==> src/rtl/mm_pkg.sv <==
// Shared definitions for the HPS/Atom memory bridge clients: controller FSM states,
// mailbox/mine-block addresses and protocol constants.
package mm_pkg;

    typedef enum logic [1:0] {
        IDLE    = 2'd0,
        RD_REQ  = 2'd1,
        RD_WAIT = 2'd2,
        WR_REQ  = 2'd3
    } mm_state_t;

    localparam logic [27:0] ATOM_REG      = 28'h8000000;
    localparam logic [27:0] HDWR_REG      = 28'h8000004;
    localparam logic [27:0] MINE_BLOCK    = 28'h8000008;
    localparam logic [27:0] NONCE_BLOCK   = 28'h8000068;
    localparam logic [31:0] ATOM_NEW_DATA = 32'hAAAA0000;
    localparam int          MINE_WORDS    = 24;

endpackage

==> src/rtl/mm_master_ctrl.sv <==
// Avalon-MM master that turns single-word writes and 1..MAX_WORDS-word reads from
// mem_manager into one-outstanding-at-a-time bus transactions with registered outputs.
module mm_master_ctrl
    import mm_pkg::*;
#(
    parameter int ADDR_W    = 28,
    parameter int DATA_W    = 32,
    parameter int MAX_WORDS = 24,
    parameter int TIMEOUT   = 255
) (
    input  logic              clk,
    input  logic              reset,
    input  logic              cmd_valid,
    output logic              cmd_ready,
    input  logic              cmd_write,
    input  logic [ADDR_W-1:0] cmd_address,
    input  logic [4:0]        cmd_length,
    input  logic [DATA_W-1:0] cmd_wrdata,
    output logic              read_user_data_available,
    output logic [DATA_W-1:0] read_user_buffer_output_data,
    output logic              read_user_last,
    output logic              write_control_done,
    output logic              rd_error,
    output logic [ADDR_W-1:0] avm_address,
    output logic              avm_read,
    output logic              avm_write,
    output logic [DATA_W-1:0] avm_writedata,
    output logic [3:0]        avm_byteenable,
    input  logic              avm_waitrequest,
    input  logic [DATA_W-1:0] avm_readdata,
    input  logic              avm_readdatavalid,
    output mm_state_t         fsm_state
);

    // Handshakes: a command transfers on a cycle with cmd_valid=1 and cmd_ready=1; an
    // Avalon request transfers on a cycle with avm_read/avm_write=1 and avm_waitrequest=0.
    localparam int                TW         = $clog2(TIMEOUT + 1);
    localparam logic [4:0]        MAX_LEN    = 5'(MAX_WORDS);
    localparam logic [ADDR_W-1:0] STEP       = ADDR_W'(DATA_W / 8);
    localparam logic [ADDR_W-1:0] ALIGN_MASK = ~ADDR_W'(3);
    localparam logic [TW-1:0]     TMO_LAST   = TW'(TIMEOUT - 1);

    mm_state_t         state, state_n;
    logic [4:0]        count, count_n, len_eff;
    logic [TW-1:0]     tmo, tmo_n;
    logic              ready_n, rd_n, wr_n, avail_n, last_n, done_n, err_n;
    logic [ADDR_W-1:0] addr_n;
    logic [DATA_W-1:0] wdata_n, rdata_n;
    logic [3:0]        be_n;

    assign fsm_state = state;

    always_comb begin
        len_eff  = cmd_length;
        if (cmd_length == 5'd0) len_eff = 5'd1;
        else if (cmd_length > MAX_LEN) len_eff = MAX_LEN;

        state_n = state;
        count_n = count;
        tmo_n   = tmo;
        ready_n = cmd_ready;
        rd_n    = avm_read;
        wr_n    = avm_write;
        addr_n  = avm_address;
        wdata_n = avm_writedata;
        be_n    = avm_byteenable;
        rdata_n = read_user_buffer_output_data;
        avail_n = 1'b0;
        last_n  = 1'b0;
        done_n  = 1'b0;
        err_n   = 1'b0;

        case (state)
            IDLE: begin
                if (cmd_valid) begin
                    addr_n  = cmd_address & ALIGN_MASK;
                    ready_n = 1'b0;
                    if (cmd_write) begin
                        wr_n    = 1'b1;
                        wdata_n = cmd_wrdata;
                        be_n    = 4'hF;
                        state_n = WR_REQ;
                    end else begin
                        rd_n    = 1'b1;
                        count_n = len_eff;
                        state_n = RD_REQ;
                    end
                end
            end
            RD_REQ: begin
                if (!avm_waitrequest) begin
                    rd_n    = 1'b0;
                    tmo_n   = '0;
                    state_n = RD_WAIT;
                end
            end
            RD_WAIT: begin
                if (avm_readdatavalid) begin
                    rdata_n = avm_readdata;
                    avail_n = 1'b1;
                    count_n = count - 5'd1;
                    addr_n  = avm_address + STEP;
                    if (count == 5'd1) begin
                        last_n  = 1'b1;
                        ready_n = 1'b1;
                        state_n = IDLE;
                    end else begin
                        // Next word's request overlaps the data pulse of this one.
                        rd_n    = 1'b1;
                        state_n = RD_REQ;
                    end
                end else if (tmo == TMO_LAST) begin
                    err_n   = 1'b1;
                    ready_n = 1'b1;
                    state_n = IDLE;
                end else begin
                    tmo_n = tmo + 1'b1;
                end
            end
            WR_REQ: begin
                if (!avm_waitrequest) begin
                    wr_n    = 1'b0;
                    be_n    = 4'h0;
                    done_n  = 1'b1;
                    ready_n = 1'b1;
                    state_n = IDLE;
                end
            end
            default: state_n = IDLE;
        endcase
    end

    always_ff @(posedge clk) begin
        if (!reset) begin
            state                        <= IDLE;
            count                        <= '0;
            tmo                          <= '0;
            cmd_ready                    <= 1'b1;
            avm_read                     <= 1'b0;
            avm_write                    <= 1'b0;
            avm_address                  <= '0;
            avm_writedata                <= '0;
            avm_byteenable               <= 4'h0;
            read_user_buffer_output_data <= '0;
            read_user_data_available     <= 1'b0;
            read_user_last               <= 1'b0;
            write_control_done           <= 1'b0;
            rd_error                     <= 1'b0;
        end else begin
            state                        <= state_n;
            count                        <= count_n;
            tmo                          <= tmo_n;
            cmd_ready                    <= ready_n;
            avm_read                     <= rd_n;
            avm_write                    <= wr_n;
            avm_address                  <= addr_n;
            avm_writedata                <= wdata_n;
            avm_byteenable               <= be_n;
            read_user_buffer_output_data <= rdata_n;
            read_user_data_available     <= avail_n;
            read_user_last               <= last_n;
            write_control_done           <= done_n;
            rd_error                     <= err_n;
        end
    end

endmodule
==> config.mk <==
export PLATFORM = sky130hd
export DESIGN_NAME = mm_master_ctrl
export DESIGN_NICKNAME = d
export VERILOG_FILES = /design/src/rtl/mm_pkg.sv /design/src/rtl/mm_master_ctrl.sv
export SDC_FILE = /design/constraint.sdc
export NUM_CORES = 1
export LEC_CHECK = 0
export BUFFER_PORTS_ARGS = -buffer_cell sky130_fd_sc_hd__buf_2
export CORE_ASPECT_RATIO = 0.8
export CORE_MARGIN = 4
export CORE_UTILIZATION = 45
export CTS_CLUSTER_DIAMETER = 30
export DETAILED_ROUTE_END_ITERATION = 8
export GPL_TIMING_DRIVEN = 0
export PLACE_DENSITY = 0.75
export REMOVE_ABC_BUFFERS = 1
export SYNTH_ARGS = -nofsm -noshare
export SYNTH_HDL_FRONTEND = slang
export SYNTH_SLANG_ARGS = --single-unit
export TNS_END_PERCENT = 100
==> constraint.sdc <==
create_clock -name clk -period 2.52 [get_ports clk]
set_input_delay 0.126 -clock clk [delete_from_list [all_inputs] [get_ports clk]]
set_output_delay 0.126 -clock clk [all_outputs]
set_load 0.005 [all_outputs]
==> results of run 1 <==
final cells by class:
type                       count  share of cell area, %
multi-input combinational    507                   42.5
sequential                   112                   33.1
timing repair buffer         213                   16.7
clock buffer                   9                   3.32
tap                          148                   2.73
clock inverter                 7                   1.03
inverter                      12                  0.682
flip-flops by register name, summed over array words and instances, names as in the netlist, 2 cells and up:
register	flops
fsm_state	2
avm_writedata	32
read_user_buffer_output_data	32
avm_address	26
tmo	8
count	5
timing repair:
item                                    CTS  global route
pin swaps                                 1             1
resized for setup                        14             2
gates cloned                              1             0
endpoints found under the setup margin  102            23
setup buffers                             0             5
endpoints found under the hold margin     3             0
hold buffers                              3             0
how the worst max path moves through the flow:
stage                                   start                            to  slack (ns)  cells after the start
floorplan           fsm_state[0]$_SDFFE_PN0P_  avm_address[21]$_SDFFE_PN0P_       -0.73                      6
global placement    fsm_state[0]$_SDFFE_PN0P_  avm_address[21]$_SDFFE_PN0P_       -1.97                      6
detailed placement  fsm_state[0]$_SDFFE_PN0P_  avm_address[17]$_SDFFE_PN0P_       -0.88                      7
CTS                 fsm_state[0]$_SDFFE_PN0P_           tmo[4]$_SDFFE_PN0P_        0.02                      7
global route        fsm_state[0]$_SDFFE_PN0P_  avm_address[16]$_SDFFE_PN0P_        0.01                      7
finish              fsm_state[0]$_SDFFE_PN0P_  avm_address[16]$_SDFFE_PN0P_        0.10                      7
cell families after synthesis:
group,count (synthesis)
simple gates,305
compound gates,181
flops,112
buf+inv,68
fa+ha+maj,10
mux,8
other cells,1
worst max-delay path, cell delays in order, from the launching register on:
cell,delay (ns)
dfxtp_2,0.38
inv_1,0.12
ha_4,0.20
buf_12,0.17
nor2b_1,0.24
or3_4,0.57
or4_1,0.50
a31oi_1,0.13
cell usage after synthesis (8+ instances only):
| library cell | count |
|---|---|
| nor2b_1 | 8 |
| and3_1 | 12 |
| nand4_1 | 15 |
| and4_1 | 8 |
| clkbuf_1 | 45 |
| nand2b_1 | 10 |
| a31oi_1 | 14 |
| nand2_1 | 162 |
| nor4_1 | 8 |
| nor3_1 | 11 |
| o21ai_0 | 17 |
| a21oi_1 | 90 |
| ha_1 | 10 |
| dfxtp_1 | 112 |
| or4_1 | 16 |
| nand3_1 | 17 |
| inv_1 | 11 |
| nor2_1 | 16 |
power groups by stage:
| stage | clock [mW] | combinational, mW | sequential [mW] |
|---|---|---|---|
| after detailed placement | 0 | 2.09 | 2.51 |
| after floorplan | 0 | 1.25 | 2.46 |
| final | 1.41 | 2.19 | 2.48 |
| after CTS | 1.44 | 2.17 | 2.47 |
| after global placement | 0 | 2.05 | 2.50 |
| after global routing | 1.51 | 2.44 | 2.55 |
routing by layer:
metal / vias up / part of all wire [%]
met5: - / 0.045
met3: 17 / 8.2
met2: 198 / 45
met1: 2564 / 46
met4: 2 / 1.0
li1: 2780 / -
cell usage in the layout (no fill, tap or decap), types with 6 or more instances in the layout:
master       n
a31oi_1     14
o21ai_0     17
o31ai_1      7
nand2_1    161
nand4_1     15
a21boi_0     7
a21oi_1     90
buf_2      203
mux2i_1      7
dfxtp_1    111
and2_1       6
and3_1      11
clkbuf_16    9
or3_1        6
nor4_1       7
o211ai_1     6
nor3_1      10
inv_1       11
nand3_1     16
nor2b_1      7
nand2b_1    10
o21a_1       6
and4_1       8
nor2_1      16
or4_1       15
ha_1         8
==> metrics, run 1 <==
RR Startpoint=fsm_state[0]$_SDFFE_PN0P_; GR Util All Layers=a little over a fifth; depth of the most critical reg-to-reg path=7; ranking of synthesized cells by area=dfxtp_1 42%, nand2_1 11%, a21oi_1 8.4%; Avg Cell Area, Syn=about 7.8 sq um; residual DRC count=0; Worst Path Arrival=between 2 and 3 ns; total power=~6.1 mW; vias per cell=approximately 5.5; mapped cell area=between 5000 and 6000 sq um; mux contribution to synthesized area=around 1.5%; Hold Path Origin=avm_readdata[19]; Seq pwr share=approximately 40%; Top Usage Layer GRT=met2; Post-Layout Inst Area=about 6800 sq um; Routability Congestion=0.822; Worst-path clk slew=about 0.08 ns; Fill cells=between 1000 and 1500; FFs w/ async S/R, synth=0%; num rows=35; Netlist cell types=53; Post-synth EDFFs=0; R2R Setup Slk=a little over 0.1 ns; area of the multi-input gates=a little under 3000 sq um; total global routing overflow=0; Worst Clk Skew=between 0.008 and 0.009 ns; Worst-Skew Late Latency=between 0.3 and 0.4 ns; cts bufs inserted=9; Die Wd=about 130 um; Die Y=105 um; Leakage=~2.9 nW; period utilisation layout=between 90 and 100%; worst slew margin relative to its limit=30.7%; final wirelength=15500 um; fmax=approximately 410 MHz; port buffer count=~200; Internal Power=around 3.7 mW; register area share after synthesis=42.0%; setup TNS=0 ns; synthesized-area fraction occupied by adder cells=roughly 2.3%; initial drt markers=approximately 390; n_diodes=0; min Tclk post-route=about 2.4 ns; HPWL after detailed placement=10600 um; core area=between 10000 and 15000 sq um; clk sinks=112; Setup crit end kind=flip-flop; P&R area growth vs syn=27.0%; largest family of logic cells by synthesized area=simple AND/OR/NAND/NOR gates; number of top-level pins=about 210; Initial Util=between 40% and 50%; non-filler cells, final=between 1000 and 1500; initial antenna violation count=1; final core utilization=between 50% and 60%; M3 GR Usage=5.93%; met1 GRT Util=~31%; #FFs+latches synth=between 100 and 150; Clk pwr share=a little under a quarter; Reg2Reg Capture Point=avm_address[16]$_SDFFE_PN0P_; hold crit path type=input port to flip-flop; H-Tree Depth=3; CP required=approximately 2.8 ns; first-pass GRT wire length=25000 um; CTS tree=built; synth warn=0; Post-Synth Simple-Gate Area=between 20% and 30%; Antenna Violating Nets Remaining=0; CTS Buffer Depth=2; largest area contributor in the netlist=dfxtp_1; vias in the first global route=4982; critical path class=flip-flop to flip-flop; DR vias=between 5000 and 6000; CP Max Fanout=46; Least-Margin Pin Slew=~1.0 ns; worst hold path depth=3; Max-Cap Viols=0; Final Hold Slack=around 0.011 ns; top-area cell type share of the netlist area=about two fifths; Placed Area=6360 sq um; Combinational Power Share=between 30% and 40%; Setup violations, final=0; Final Max Slew Viols=0; Max VDD drop=just over 0.5 mV; Inst Count DP=between 900 and 1000; Hold EP=read_user_buffer_output_data[19]$_SDFFE_PN0P_; RSZ-0062 raised after global routing=no; PD cells=approximately 900 nW/um^2; CTS Root Buffer Type=clkbuf_16; reported net switching power=around 2.4 mW; compound-cell area share of the yosys netlist=20.9%; Worst Setup Start Kind=flip-flop; WL per Instance=roughly 15 um; Worst Slack Setup Final=0.104 ns; pre-CTS setup slack=-0.881 ns; xor/xnor share of the synthesized area=0%; share of cells above drive strength 1=between 20% and 30%; Final Hold Vio Count=0; Global Route met2 Usage=between 30 and 40%; Main synth FF type=dfxtp_1; Mapped Cells=about 690; layout net count=about 970; register area=roughly 2200 sq um; largest net degree at the start of global routing=64; Die ar.=roughly 14000 sq um; Switching Share=~39%; drt pass-1 iters=5; status=complete, no violations
Note: power is estimated with default switching activity, not from simulation.
==> run 2: changes to the inputs <==
--- a/config.mk
+++ b/config.mk
@@ -14,6 +14,7 @@
 export GPL_TIMING_DRIVEN = 0
 export PLACE_DENSITY = 0.75
 export REMOVE_ABC_BUFFERS = 1
+export SKIP_CTS_REPAIR_TIMING = 1
 export SYNTH_ARGS = -nofsm -noshare
 export SYNTH_HDL_FRONTEND = slang
 export SYNTH_SLANG_ARGS = --single-unit
==> constraint.sdc (replaced) <==
create_clock -name clk -period 2.52 [get_ports clk]
set_input_delay 0 -clock clk [delete_from_list [all_inputs] [get_ports clk]]
set_output_delay 0 -clock clk [all_outputs]
set_load 0.005 [all_outputs]
==> metrics, run 2 (synthesis results as in run 1) <==
status=complete, no violations; core area=11600 sq um; H-Tree Depth=3; share of cells above drive strength 1=a little over a quarter; Initial Util=a little under half; RR Startpoint=fsm_state[0]$_SDFFE_PN0P_; WL met2=between 7000 and 8000 um; Least-Margin Pin Slew=between 0.7 and 0.8 ns; drt pass-1 iters=5; CTS Buffer Depth=2; CP cell instances=inv_1 -> ha_4 -> buf_12 -> and2_4 -> or4b_4 -> or4_1 -> a21oi_1; Max VDD drop=0.507 mV; Worst Path Arrival=~2.7 ns; M1 WL=7300 um; port buffer count=~200; initial drt markers=~440; Die Wd=between 100 and 150 um; largest net degree at the start of global routing=64; Worst Clk Skew=0.00952 ns; Critical-path top delay cell=or4b_4; GR Util All Layers=around a fifth; R2R Setup Slk=roughly 0.075 ns; Regs by FF count=avm_writedata: 32 flops, read_user_buffer_output_data: 32 flops, avm_address: 26 flops; Die Y=approximately 110 um; Die ar.=around 14000 sq um; worst hold path depth=3; CTS Root Buffer Type=clkbuf_16; fmax=~410 MHz; leading cell type in the layout, fill and taps excluded=buf_2; Worst Slack Setup Final=between 0.07 and 0.08 ns; period utilisation layout=a little over nine tenths; CP Max Fanout=46; vias per cell=between 5 and 6; Worst-path clk slew=~0.080 ns; min Tclk post-route=between 2 and 2.5 ns; cts bufs inserted=9; WL per Instance=between 15 and 20 um; clk sinks=between 100 and 150; HPWL after detailed placement=~11000 um; critical path class=flip-flop to flip-flop; Max-Cap Viols=0; P&R area growth vs syn=39.5%; n_diodes=0; total power=6.24 mW; first-pass GRT wire length=24400 um; final wirelength=between 15000 and 20000 um; Worst Setup Start Kind=flip-flop; initial antenna violation count=0; worst slew margin relative to its limit=about 48%; residual DRC count=0; PD cells=838 nW/um^2; max layer used=met4; pre-CTS setup slack=-0.881 ns; most frequent cells in the layout=203 x buf_2, 161 x nand2_1, 111 x dfxtp_1; depth of the most critical reg-to-reg path=7; Worst path max stage delay=~0.58 ns; DR vias=about 6000; Routability Congestion=~0.8; Setup crit end kind=flip-flop; Leakage=between 3 and 4 nW; Hold Path Origin=cmd_address[3]; Setup violations, final=0; Hold EP=avm_address[3]$_SDFFE_PN0P_; CP required=approximately 2.8 ns; CTS tree=built; Final Max Slew Viols=0; number of top-level pins=between 200 and 250; Final Hold Vio Count=0; layout net count=a little over 1000; wire length on met3=approximately 1600 um; Worst-Skew Late Latency=between 0.3 and 0.4 ns; total global routing overflow=0; hold crit path type=input port to flip-flop; Reg2Reg Capture Point=tmo[4]$_SDFFE_PN0P_; num rows=35; vias in the first global route=~4900; Antenna Violating Nets Remaining=0
run 2: worst max-delay path by stage:
| stage | startpoint | to | slack (ns) | cells past startpoint |
|---|---|---|---|---|
| 6_report | fsm_state[0]$_SDFFE_PN0P_ | tmo[4]$_SDFFE_PN0P_ | 0.07 | 7 |
| 5_1_grt | fsm_state[0]$_SDFFE_PN0P_ | avm_address[2]$_SDFFE_PN0P_ | -0.02 | 7 |
| 4_1_cts | fsm_state[0]$_SDFFE_PN0P_ | avm_address[17]$_SDFFE_PN0P_ | -0.89 | 7 |
| 3_5_place_dp | fsm_state[0]$_SDFFE_PN0P_ | avm_address[17]$_SDFFE_PN0P_ | -0.88 | 7 |
| 3_3_place_gp | fsm_state[0]$_SDFFE_PN0P_ | avm_address[21]$_SDFFE_PN0P_ | -1.97 | 6 |
| 2_1_floorplan | fsm_state[0]$_SDFFE_PN0P_ | avm_address[21]$_SDFFE_PN0P_ | -0.73 | 6 |
run 2: where the power goes:
group / leakage (nW) / switching (mW) / internal, mW
logic: 2.09 / 1.35 / 0.991
registers: 0.913 / 0.382 / 2.10
clock network: 0.147 / 0.713 / 0.702
run 2: metrics by stage:
| stage | hold slack [ns] | utilization, % | TNS [ns] | std cells | cell area (sq um) |
|---|---|---|---|---|---|
| 2_1_floorplan | 0.0761 | - | -23.71 | 630 | 5100 |
| 3_3_place_gp | 0.242 | 54.5 | -142.88 | 981 | 6300 |
| 3_5_place_dp | 0.246 | 55.0 | -17.14 | 983 | 6360 |
| 4_1_cts | -0.128 | 57.5 | -18.44 | 999 | 6650 |
| 5_1_grt | 0.0233 | 64.4 | -0.0298 | 1073 | 7450 |
| 6_report | 0.00361 | 64.4 | 0 | 1073 | 7450 |
run 2: cell type report:
class	count	area, sq um
timing repair buffer	277	1770
clock inverter	7	70.1
multi-input combinational	508	2900
clock buffer	9	225
tap	148	185
inverter	12	50.0
fill	976	4110
sequential	112	2240
run 2: routing by layer:
layer	GRT usage [%]	vias up
met2	32.7	257
met1	30.4	2766
li1	-	2913
met3	5.98	24
met5	0	-
met4	3.86	0
run 2: worst max-delay path, delay by kind of cell, from the launching register on:
family	cells	cell delay [ns]
AOI/OAI and AO/OA	1	0.15
adders and majority gates	1	0.25
buffers and inverters	2	0.31
DFF	1	0.38
and+or+nand+nor	3	1.27
==> run 3: changes to the inputs <==
--- a/config.mk
+++ b/config.mk
@@ -8,11 +8,11 @@
 export BUFFER_PORTS_ARGS = -buffer_cell sky130_fd_sc_hd__buf_2
 export CORE_ASPECT_RATIO = 0.8
 export CORE_MARGIN = 4
-export CORE_UTILIZATION = 45
+export CORE_UTILIZATION = 53
 export CTS_CLUSTER_DIAMETER = 30
 export DETAILED_ROUTE_END_ITERATION = 8
 export GPL_TIMING_DRIVEN = 0
-export PLACE_DENSITY = 0.75
+export PLACE_DENSITY = 0.86
 export REMOVE_ABC_BUFFERS = 1
 export SKIP_CTS_REPAIR_TIMING = 1
 export SYNTH_ARGS = -nofsm -noshare
==> constraint.sdc (replaced) <==
create_clock -name clk -period 3.05 [get_ports clk]
set_input_delay 0 -clock clk [delete_from_list [all_inputs] [get_ports clk]]
set_output_delay 0 -clock clk [all_outputs]
set_load 0.005 [all_outputs]
==> metrics, run 3 (synthesis results as in run 1) <==
status=complete, but fails checks; failing checks=negative hold slack; Antenna Violating Nets Remaining=0; fmax=356 MHz; Setup crit end kind=flip-flop; Routability Congestion=about 0.83; Worst Setup Start Kind=flip-flop; Leakage=about 3.1 nW; clk sinks=approximately 110; Worst-path clk slew=roughly 0.07 ns; CTS tree=built; Worst Slack Setup Final=0.241 ns; H-Tree Depth=3; first-pass GRT wire length=~25000 um; CTS Root Buffer Type=clkbuf_16; Max VDD drop=0.421 mV; layout net count=slightly above 1000; Final Hold Vio Count=1; num rows=32; CTS Buffer Depth=2; Worst path max stage delay=approximately 0.73 ns; RSZ-0062 raised after global routing=no; pre-CTS setup slack=-0.602 ns; port buffer count=between 200 and 250; total power=5.03 mW; Worst Path Arrival=a little over 3 ns; share of cells above drive strength 1=25.2%; most frequent cells in the layout=203 x buf_2, 161 x nand2_1, 112 x dfxtp_1; final core utilization=75.1%; Max-Cap Viols=0; initial antenna violation count=1; period utilisation layout=92.1%; Initial Util=a little over half; Final Max Slew Viols=0; Die Y=97.8 um; DR vias=6066; number of top-level pins=~210; PD cells=between 600 and 700 nW/um^2; area of the multi-input gates=around 2800 sq um; cts bufs inserted=9; vias in the first global route=around 5300; GR Util All Layers=about a quarter; worst slew margin relative to its limit=between 10% and 20%; Die Wd=between 100 and 150 um; CP bufs+invs=1; Setup violations, final=0; vias per cell=~5.8; critical path class=flip-flop to flip-flop; Die ar.=around 12000 sq um; Worst Clk Skew=roughly 0.011 ns; delay-heaviest family, CP=simple AND/OR/NAND/NOR gates; Worst-Skew Late Latency=0.36 ns; CP Max Fanout=just under 60; drt pass-1 iters=6; hold crit path type=input port to flip-flop; total global routing overflow=0; final wirelength=between 15000 and 20000 um; Fill cells=~720; Regs by FF count=avm_writedata: 32 flops, read_user_buffer_output_data: 32 flops, avm_address: 26 flops; Final Hold Slack=-0.00168 ns; HPWL after detailed placement=between 10000 and 15000 um; residual DRC count=0; min Tclk post-route=about 2.8 ns; register area=between 2000 and 2500 sq um; CP required=~3.3 ns; Least-Margin Pin Slew=1.20 ns; P&R area growth vs syn=36.7%; CP cell instances=inv_1 -> ha_4 -> nor2_1 -> or3_2 -> or4_1 -> a31oi_1; largest net degree at the start of global routing=65; leading cell type in the layout, fill and taps excluded=buf_2; initial drt markers=approximately 430; Critical-path top delay cell=or3_2; core area=about 10000 sq um; WL per Instance=around 17 um
-- run 3: final cells by class --
type	instances	share of cell area, %
inverter	12	0.634
clock inverter	5	0.565
clock buffer	10	3.27
timing repair buffer	272	23.6
multi-input combinational	506	38.8
sequential	112	30.7
tap	136	2.33
antenna	1	0.0343
-- run 3: worst reg2reg max path: cells and delay by family, from the launching register on --
family          cells  cell delay (ns)
buf+inv             1             0.17
simple gates        3             1.52
fa+ha+maj           1             0.54
compound gates      1             0.15
flops               1             0.36
-- run 3: final timing paths --
path         cells after the start                            from                        endpoint  slack [ns]
max                              6       fsm_state[0]$_SDFFE_PN0P_    avm_address[16]$_SDFFE_PN0P_        0.24
min                              4                 cmd_address[10]    avm_address[10]$_SDFFE_PN0P_      -0.002
max reg2reg                      6       fsm_state[0]$_SDFFE_PN0P_    avm_address[16]$_SDFFE_PN0P_        0.24
min reg2reg                      2  avm_writedata[13]$_SDFFE_PN0P_  avm_writedata[13]$_SDFFE_PN0P_        0.46
-- run 3: report_power, final --
part	switching [mW]	total [mW]	internal [mW]
registers	0.318	2.05	1.74
logic	1.07	1.84	0.765
clock network	0.560	1.14	0.580
-- run 3: through the flow --
step           instances  instance area (sq um)  TNS (ns)
4_1_cts              985                   6600     -6.37
2_1_floorplan        630                   5100     -1.16
5_1_grt             1054                   7300         0
6_report            1054                   7300         0
3_5_place_dp         970                   6320     -5.75
3_3_place_gp         969                   6290    -59.43
-- run 3: per-layer routing --
metal | GRT usage [%] | wire length (um) | vias up
met4 | 7.14 | 391 | 0
met2 | 44.0 | 8700 | 293
met3 | 7.35 | 1590 | 35
met5 | 0 | 0 | -
met1 | 31.8 | 6830 | 2836
li1 | - | - | 2902
